[src/rtl/div_ctrl_pkg.sv]
// Shared types and constants for the execute-stage integer divider.
// Operand extension helper is used by the controller's operand prep.
package div_ctrl_pkg;

    typedef logic [63:0]  u64;
    typedef logic [127:0] u128;

    typedef enum logic [1:0] {
        IDLE = 2'd0,
        RUN  = 2'd1,
        DONE = 2'd2
    } div_state_t;

    localparam int DIV_ITER_X = 64;
    localparam int DIV_ITER_W = 32;
    localparam int DIV_TAG_W  = 5;

    typedef struct packed {
        logic                 is_signed;
        logic                 is32;
        u64                   a;
        u64                   b;
        logic [DIV_TAG_W-1:0] tag;
    } div_req_t;

    // W-form operands only carry bits [31:0]; widen them to 64 bits.
    function automatic u64 div_extend(input u64 x, input logic is_signed, input logic is32);
        if (!is32) begin
            return x;
        end
        return is_signed ? {{32{x[31]}}, x[31:0]} : {32'b0, x[31:0]};
    endfunction

endpackage

[src/rtl/div_core.sv]
// Unsigned restoring divider: one quotient bit per cycle, quotient bits
// shift into the dividend register as the dividend bits shift out.
module div_core
    import div_ctrl_pkg::*;
(
    input  logic       clk,
    input  logic       reset,
    input  logic       start,
    input  logic [6:0] iters,
    input  u64         dividend,
    input  u64         divisor,
    input  logic       abort,
    output logic       done,
    output u64         quotient
);

    u64         rem_reg;
    u64         dvd_reg;
    u64         div_reg;
    logic [5:0] cnt_reg;
    logic       run_reg;

    logic [64:0] rem_sh;
    logic [64:0] diff;
    logic        take;

    // A borrow out of the 65-bit subtract means the shifted remainder is
    // still smaller than the divisor.
    always_comb begin
        rem_sh = {rem_reg, dvd_reg[63]};
        diff   = rem_sh - {1'b0, div_reg};
        take   = ~diff[64];
    end

    always_ff @(posedge clk) begin
        if (reset) begin
            rem_reg <= '0;
            dvd_reg <= '0;
            div_reg <= '0;
            cnt_reg <= '0;
            run_reg <= 1'b0;
        end else if (abort) begin
            run_reg <= 1'b0;
        end else if (start) begin
            rem_reg <= '0;
            dvd_reg <= dividend;
            div_reg <= divisor;
            cnt_reg <= 6'(iters - 7'd1);
            run_reg <= 1'b1;
        end else if (run_reg) begin
            rem_reg <= take ? diff[63:0] : rem_sh[63:0];
            dvd_reg <= {dvd_reg[62:0], take};
            cnt_reg <= cnt_reg - 6'd1;
            if (cnt_reg == 6'd0) begin
                run_reg <= 1'b0;
            end
        end
    end

    assign done     = run_reg & (cnt_reg == 6'd0);
    assign quotient = dvd_reg;

endmodule

[src/rtl/div_ctrl.sv]
// UDIV/SDIV sequencing controller: operand prep, divide-by-zero bypass,
// sign/width fix-up of the core's quotient and the response handshake.
module div_ctrl
    import div_ctrl_pkg::*;
#(
    parameter int TAG_W = DIV_TAG_W
) (
    input  logic             clk,
    input  logic             reset,
    input  logic             req_valid,
    output logic             req_ready,
    input  logic             req_signed,
    input  logic             req_is32,
    input  logic [63:0]      req_a,
    input  logic [63:0]      req_b,
    input  logic [TAG_W-1:0] req_tag,
    input  logic             flush,
    output logic             resp_valid,
    input  logic             resp_ready,
    output logic [63:0]      resp_q,
    output logic [TAG_W-1:0] resp_tag,
    output logic             busy
);

    div_state_t       state_reg, state_next;
    logic [TAG_W-1:0] tag_reg;
    logic             is32_reg;
    logic             neg_reg;
    logic             zero_reg;

    u64         a_ext, b_ext, a_mag, b_mag, core_dvd, core_q, q_fix;
    logic       a_neg, b_neg, b_zero;
    logic       accept, start, core_done;
    logic [6:0] iters;

    always_comb begin
        a_ext    = div_extend(req_a, req_signed, req_is32);
        b_ext    = div_extend(req_b, req_signed, req_is32);
        a_neg    = req_signed & a_ext[63];
        b_neg    = req_signed & b_ext[63];
        a_mag    = a_neg ? (64'd0 - a_ext) : a_ext;
        b_mag    = b_neg ? (64'd0 - b_ext) : b_ext;
        b_zero   = (b_mag == 64'd0);
        // W dividends sit in the top half so 32 iterations leave the quotient in the low half.
        core_dvd = req_is32 ? {a_mag[31:0], 32'b0} : a_mag;
        iters    = req_is32 ? 7'(DIV_ITER_W) : 7'(DIV_ITER_X);
    end

    assign req_ready = (state_reg == IDLE);
    assign busy      = (state_reg == RUN) || (state_reg == DONE);
    assign accept    = req_valid & req_ready & ~flush;
    assign start     = accept & ~b_zero;

    div_core u_core (
        .clk      (clk),
        .reset    (reset),
        .start    (start),
        .iters    (iters),
        .dividend (core_dvd),
        .divisor  (b_mag),
        .abort    (flush),
        .done     (core_done),
        .quotient (core_q)
    );

    always_comb begin
        state_next = state_reg;
        case (state_reg)
            IDLE: if (accept) state_next = b_zero ? DONE : RUN;
            RUN: begin
                if (flush) begin
                    state_next = IDLE;
                end else if (core_done) begin
                    state_next = DONE;
                end
            end
            DONE: if (flush || resp_ready) state_next = IDLE;
            default: state_next = IDLE;
        endcase
    end

    always_ff @(posedge clk) begin
        if (reset) begin
            state_reg <= IDLE;
            tag_reg   <= '0;
            is32_reg  <= 1'b0;
            neg_reg   <= 1'b0;
            zero_reg  <= 1'b0;
        end else begin
            state_reg <= state_next;
            if (accept) begin
                tag_reg  <= req_tag;
                is32_reg <= req_is32;
                neg_reg  <= ~b_zero & (a_neg ^ b_neg);
                zero_reg <= b_zero;
            end
        end
    end

    // INT_MIN / -1 falls out of the 64-bit negate with no special case.
    always_comb begin
        q_fix      = neg_reg ? (64'd0 - core_q) : core_q;
        resp_valid = (state_reg == DONE);
        resp_q     = '0;
        resp_tag   = '0;
        if (state_reg == DONE) begin
            resp_tag = tag_reg;
            if (!zero_reg) begin
                resp_q = is32_reg ? {32'b0, q_fix[31:0]} : q_fix;
            end
        end
    end

endmodule

[config.mk]
export PLATFORM = sky130hd
export DESIGN_NAME = div_ctrl
export DESIGN_NICKNAME = d
export VERILOG_FILES = /design/src/rtl/div_ctrl_pkg.sv /design/src/rtl/div_core.sv /design/src/rtl/div_ctrl.sv
export SDC_FILE = /design/constraint.sdc
export NUM_CORES = 1
export LEC_CHECK = 0
export CORE_MARGIN = 5
export CORE_UTILIZATION = 70
export CTS_CLUSTER_DIAMETER = 100
export CTS_CLUSTER_SIZE = 40
export DETAILED_ROUTE_END_ITERATION = 8
export DONT_BUFFER_PORTS = 1
export PLACE_DENSITY_LB_ADDON = 0.05
export SYNTH_ARGS = -nofsm -noshare
export SYNTH_HDL_FRONTEND = slang
export SYNTH_SLANG_ARGS = --single-unit
[constraint.sdc]
create_clock -name clk -period 7.6 [get_ports clk]
set_input_delay 0 -clock clk [delete_from_list [all_inputs] [get_ports clk]]
set_output_delay 0 -clock clk [all_outputs]
set_load 0.005 [all_outputs]
==> results.ini <==
[outcome]
status = completed

[sta]
setup_viol = 0
setup-tns-final_ns = 0
worstMarginPinSlew_ns = 1.19
hold_violations = 0
finalCriticalPeriod_ns = 6.01
finalCritPeriodShare_pct = 79.0
clock-skew-final_ns = 0.0178
rsz0062_at_grt = no
fin_ws_ns = 1.59
whs_ns = 0.00968
finalMaxSlewViolations = 0
relSlewSlack_pct = 20.8
timing.fmax_mhz = 166

[setup_path]
worstReg2RegStart = u_core.div_reg[20]
startpoint = req_b[0]
crit_type = primary input to register
worstRegToRegCells = 15
crit_fanout = 106
critPathLaunchType = primary input
arrival_ns = 6.39
endpoint = u_core.run_reg
rrSetupSlack_ns = 2.03
worst-endpoint-required_ns = 7.99
rr_endpoint = u_core.rem_reg[3]
cp-end-kind = register

[floorplanning]
ios = 212
die_x_um = 173
core_um2 = 26100
die-area_um2 = 30000
dieHeight_um = 173
initial_core_util_pct = 71.4
num_rows = 59

[pwr]
power.density_nw_per_um2 = 157
peakVddDrop_mv = 0.134
p_leak_nw = 7.75
finalPower_mw = 3.10

[clock_network]
tritoncts = built
cts.sinks = 209
clk_latency_ns = 0.49
clkSlewWorstSetupHoldPaths_ns = 0.14
numCtsBuffers = 10
clk_path_buf_depth = 3
htree_levels = 1
post-cts-setup-buffer-count = 0
root_buffer = clkbuf_16

[drt]
dr.pass1.iters = 8
wl_per_cell_um = 21.7
vias = 20200
finalWirelength_um = 63800
ant_nets = 0
vias_per_cell = 6.87
drt_iter0_markers = 3080
route.detailed.drc = 0

[logic_synthesis]
ys.flop_type = dfxtp_1
synth_largest_area_cell = dfxtp_1
avgSynthCellArea_um2 = 7.05
ys_seq_area_share_pct = 22.4
syn_nets = 2856
ys_warn_count = 0
syn_area_um2 = 18700
synthTopCellsByArea = dfxtp_1 (22%), nor2_1 (7.4%), nand2_1 (6.9%)
synth_seq_cells = 209
async_flop_share_pct = 0
synth_edf_count = 0
synth_top_area_share_pct = 22.4
ys_types = 84
syn_inst = 2644

[grt]
grt_pass1_vias = 18300
grt_usage_pct = 40.0
grt_pass1_wl_um = 100000
antenna_found_initial = 2
grt-ovfl-total = 0
grt_max_degree = 147

[finish]
seq_area_um2 = 4190
instances_no_fill = 2935
final_cell_mix = nor2_1 (365), nand2_1 (345), dfxtp_1 (208)
finalNetCount = 2806
multi_input_area_um2 = 13200
final_layout_size_suffix_gt1_share_pct = 3.66
fillers = 2028
final_common_cell = nor2_1
area_growth_pct = 6.12

[min_path]
worstHoldPathType = primary input to register
worstHoldStart = req_a[26]

[flow_run]
maxCapViolations = 0

[placement]
io_buffers = 0
dp_cells = 2808
routabilityCongestion = 1.03
hpwl_um = 45100
post-place-ws_ns = 2.00

[area by class of cell]
class / count / area share [%]
Multi-Input combinational cell: 2143 / 66.7
Clock buffer: 11 / 1.39
Antenna cell: 2 / 0.0253
Tap cell: 335 / 2.12
Inverter: 103 / 1.95
Timing Repair Buffer: 127 / 6.33
Clock inverter: 5 / 0.303
Sequential cell: 209 / 21.1
[synthesized netlist by cell type, drive strengths merged, types with 4 or more instances]
cell type,n
nor2,367
nand2,346
dfxtp,209
a21oi,170
o21ai,153
clkbuf,123
xor2,121
xnor2,109
inv,103
nor3,77
ha,71
buf,66
a211oi,56
a22o,55
a21o,54
a311oi,47
nor4,44
o31ai,44
or3,38
a31oi,32
nand2b,30
mux2i,28
or4,26
nand3,24
nand4,23
nor2b,21
or2,20
and2,19
o41ai,19
and3,15
o211ai,15
o21bai,14
o21a,12
mux2,10
a32oi,9
o22ai,7
o31a,6
a41oi,5
a211o,4
a221oi,4
o2111a,4
o2111ai,4
o32ai,4
[layer usage]
metal | global-route usage (%) | vias up | share of wire, %
li1 | - | 9299 | -
met1 | 56.0 | 9281 | 40
met2 | 60.5 | 1407 | 43
met3 | 11.9 | 186 | 14
met4 | 10.4 | 0 | 2.9
met5 | 0 | - | 0
[timing repair]
action	in CTS	in global routing
resized for setup	0	0
hold buffers	109	0
endpoints found under the hold margin	148	0
setup endpoints to repair	0	0
[how the worst min path moves through the flow]
stage / to / cells past startpoint
6_report: u_core.quotient[58] / 4
5_1_grt: u_core.quotient[58] / 4
4_1_cts: u_core.quotient[35] / 5
3_5_place_dp: u_core.run_reg / 1
3_3_place_gp: u_core.run_reg / 1
2_1_floorplan: u_core.run_reg / 1
[kinds of logic (layout without fill, tap and decap cells)]
group,after synthesis,in the layout,share of synthesized area (%)
AO/OA/AOI/OAI,737,737,26.7
XOR/XNOR,230,230,10.8
adder cells (fa/ha/maj),72,72,4.87
buffers and inverters,292,246,6.92
flip-flops,209,209,22.4
multiplexers,38,38,2.11
other,0,2,0
AND/OR/NAND/NOR,1066,1066,26.2
[power breakdown]
part	internal (mW)	switching [mW]
Sequential	1.17	0.0852
Clock	0.282	0.397
Combinational	0.437	0.723
[through the flow]
step	utilization [%]	instance area, um^2
floorplan	-	18700
global route	75.7	19800
CTS	75.7	19800
detailed placement	70.2	18300
finish	75.7	19800
global placement	70.2	18300
[critical path, cell delays in order]
cell,delay [ns]
dlygate4sd3_1,0.56
inv_1,0.09
ha_1,0.20
or3b_2,0.46
nor4_1,0.71
nand3_1,0.51
a2111oi_0,0.53
a41o_1,0.15
nor3_1,0.05
nor4_1,0.27
nand4_1,0.11
or4_1,0.43
buf_4,0.26
nand2_8,0.51
buf_4,0.67
a211oi_1,0.16
dlygate4sd3_1,0.60
No activity file was read; power rests on OpenSTA's default activity.
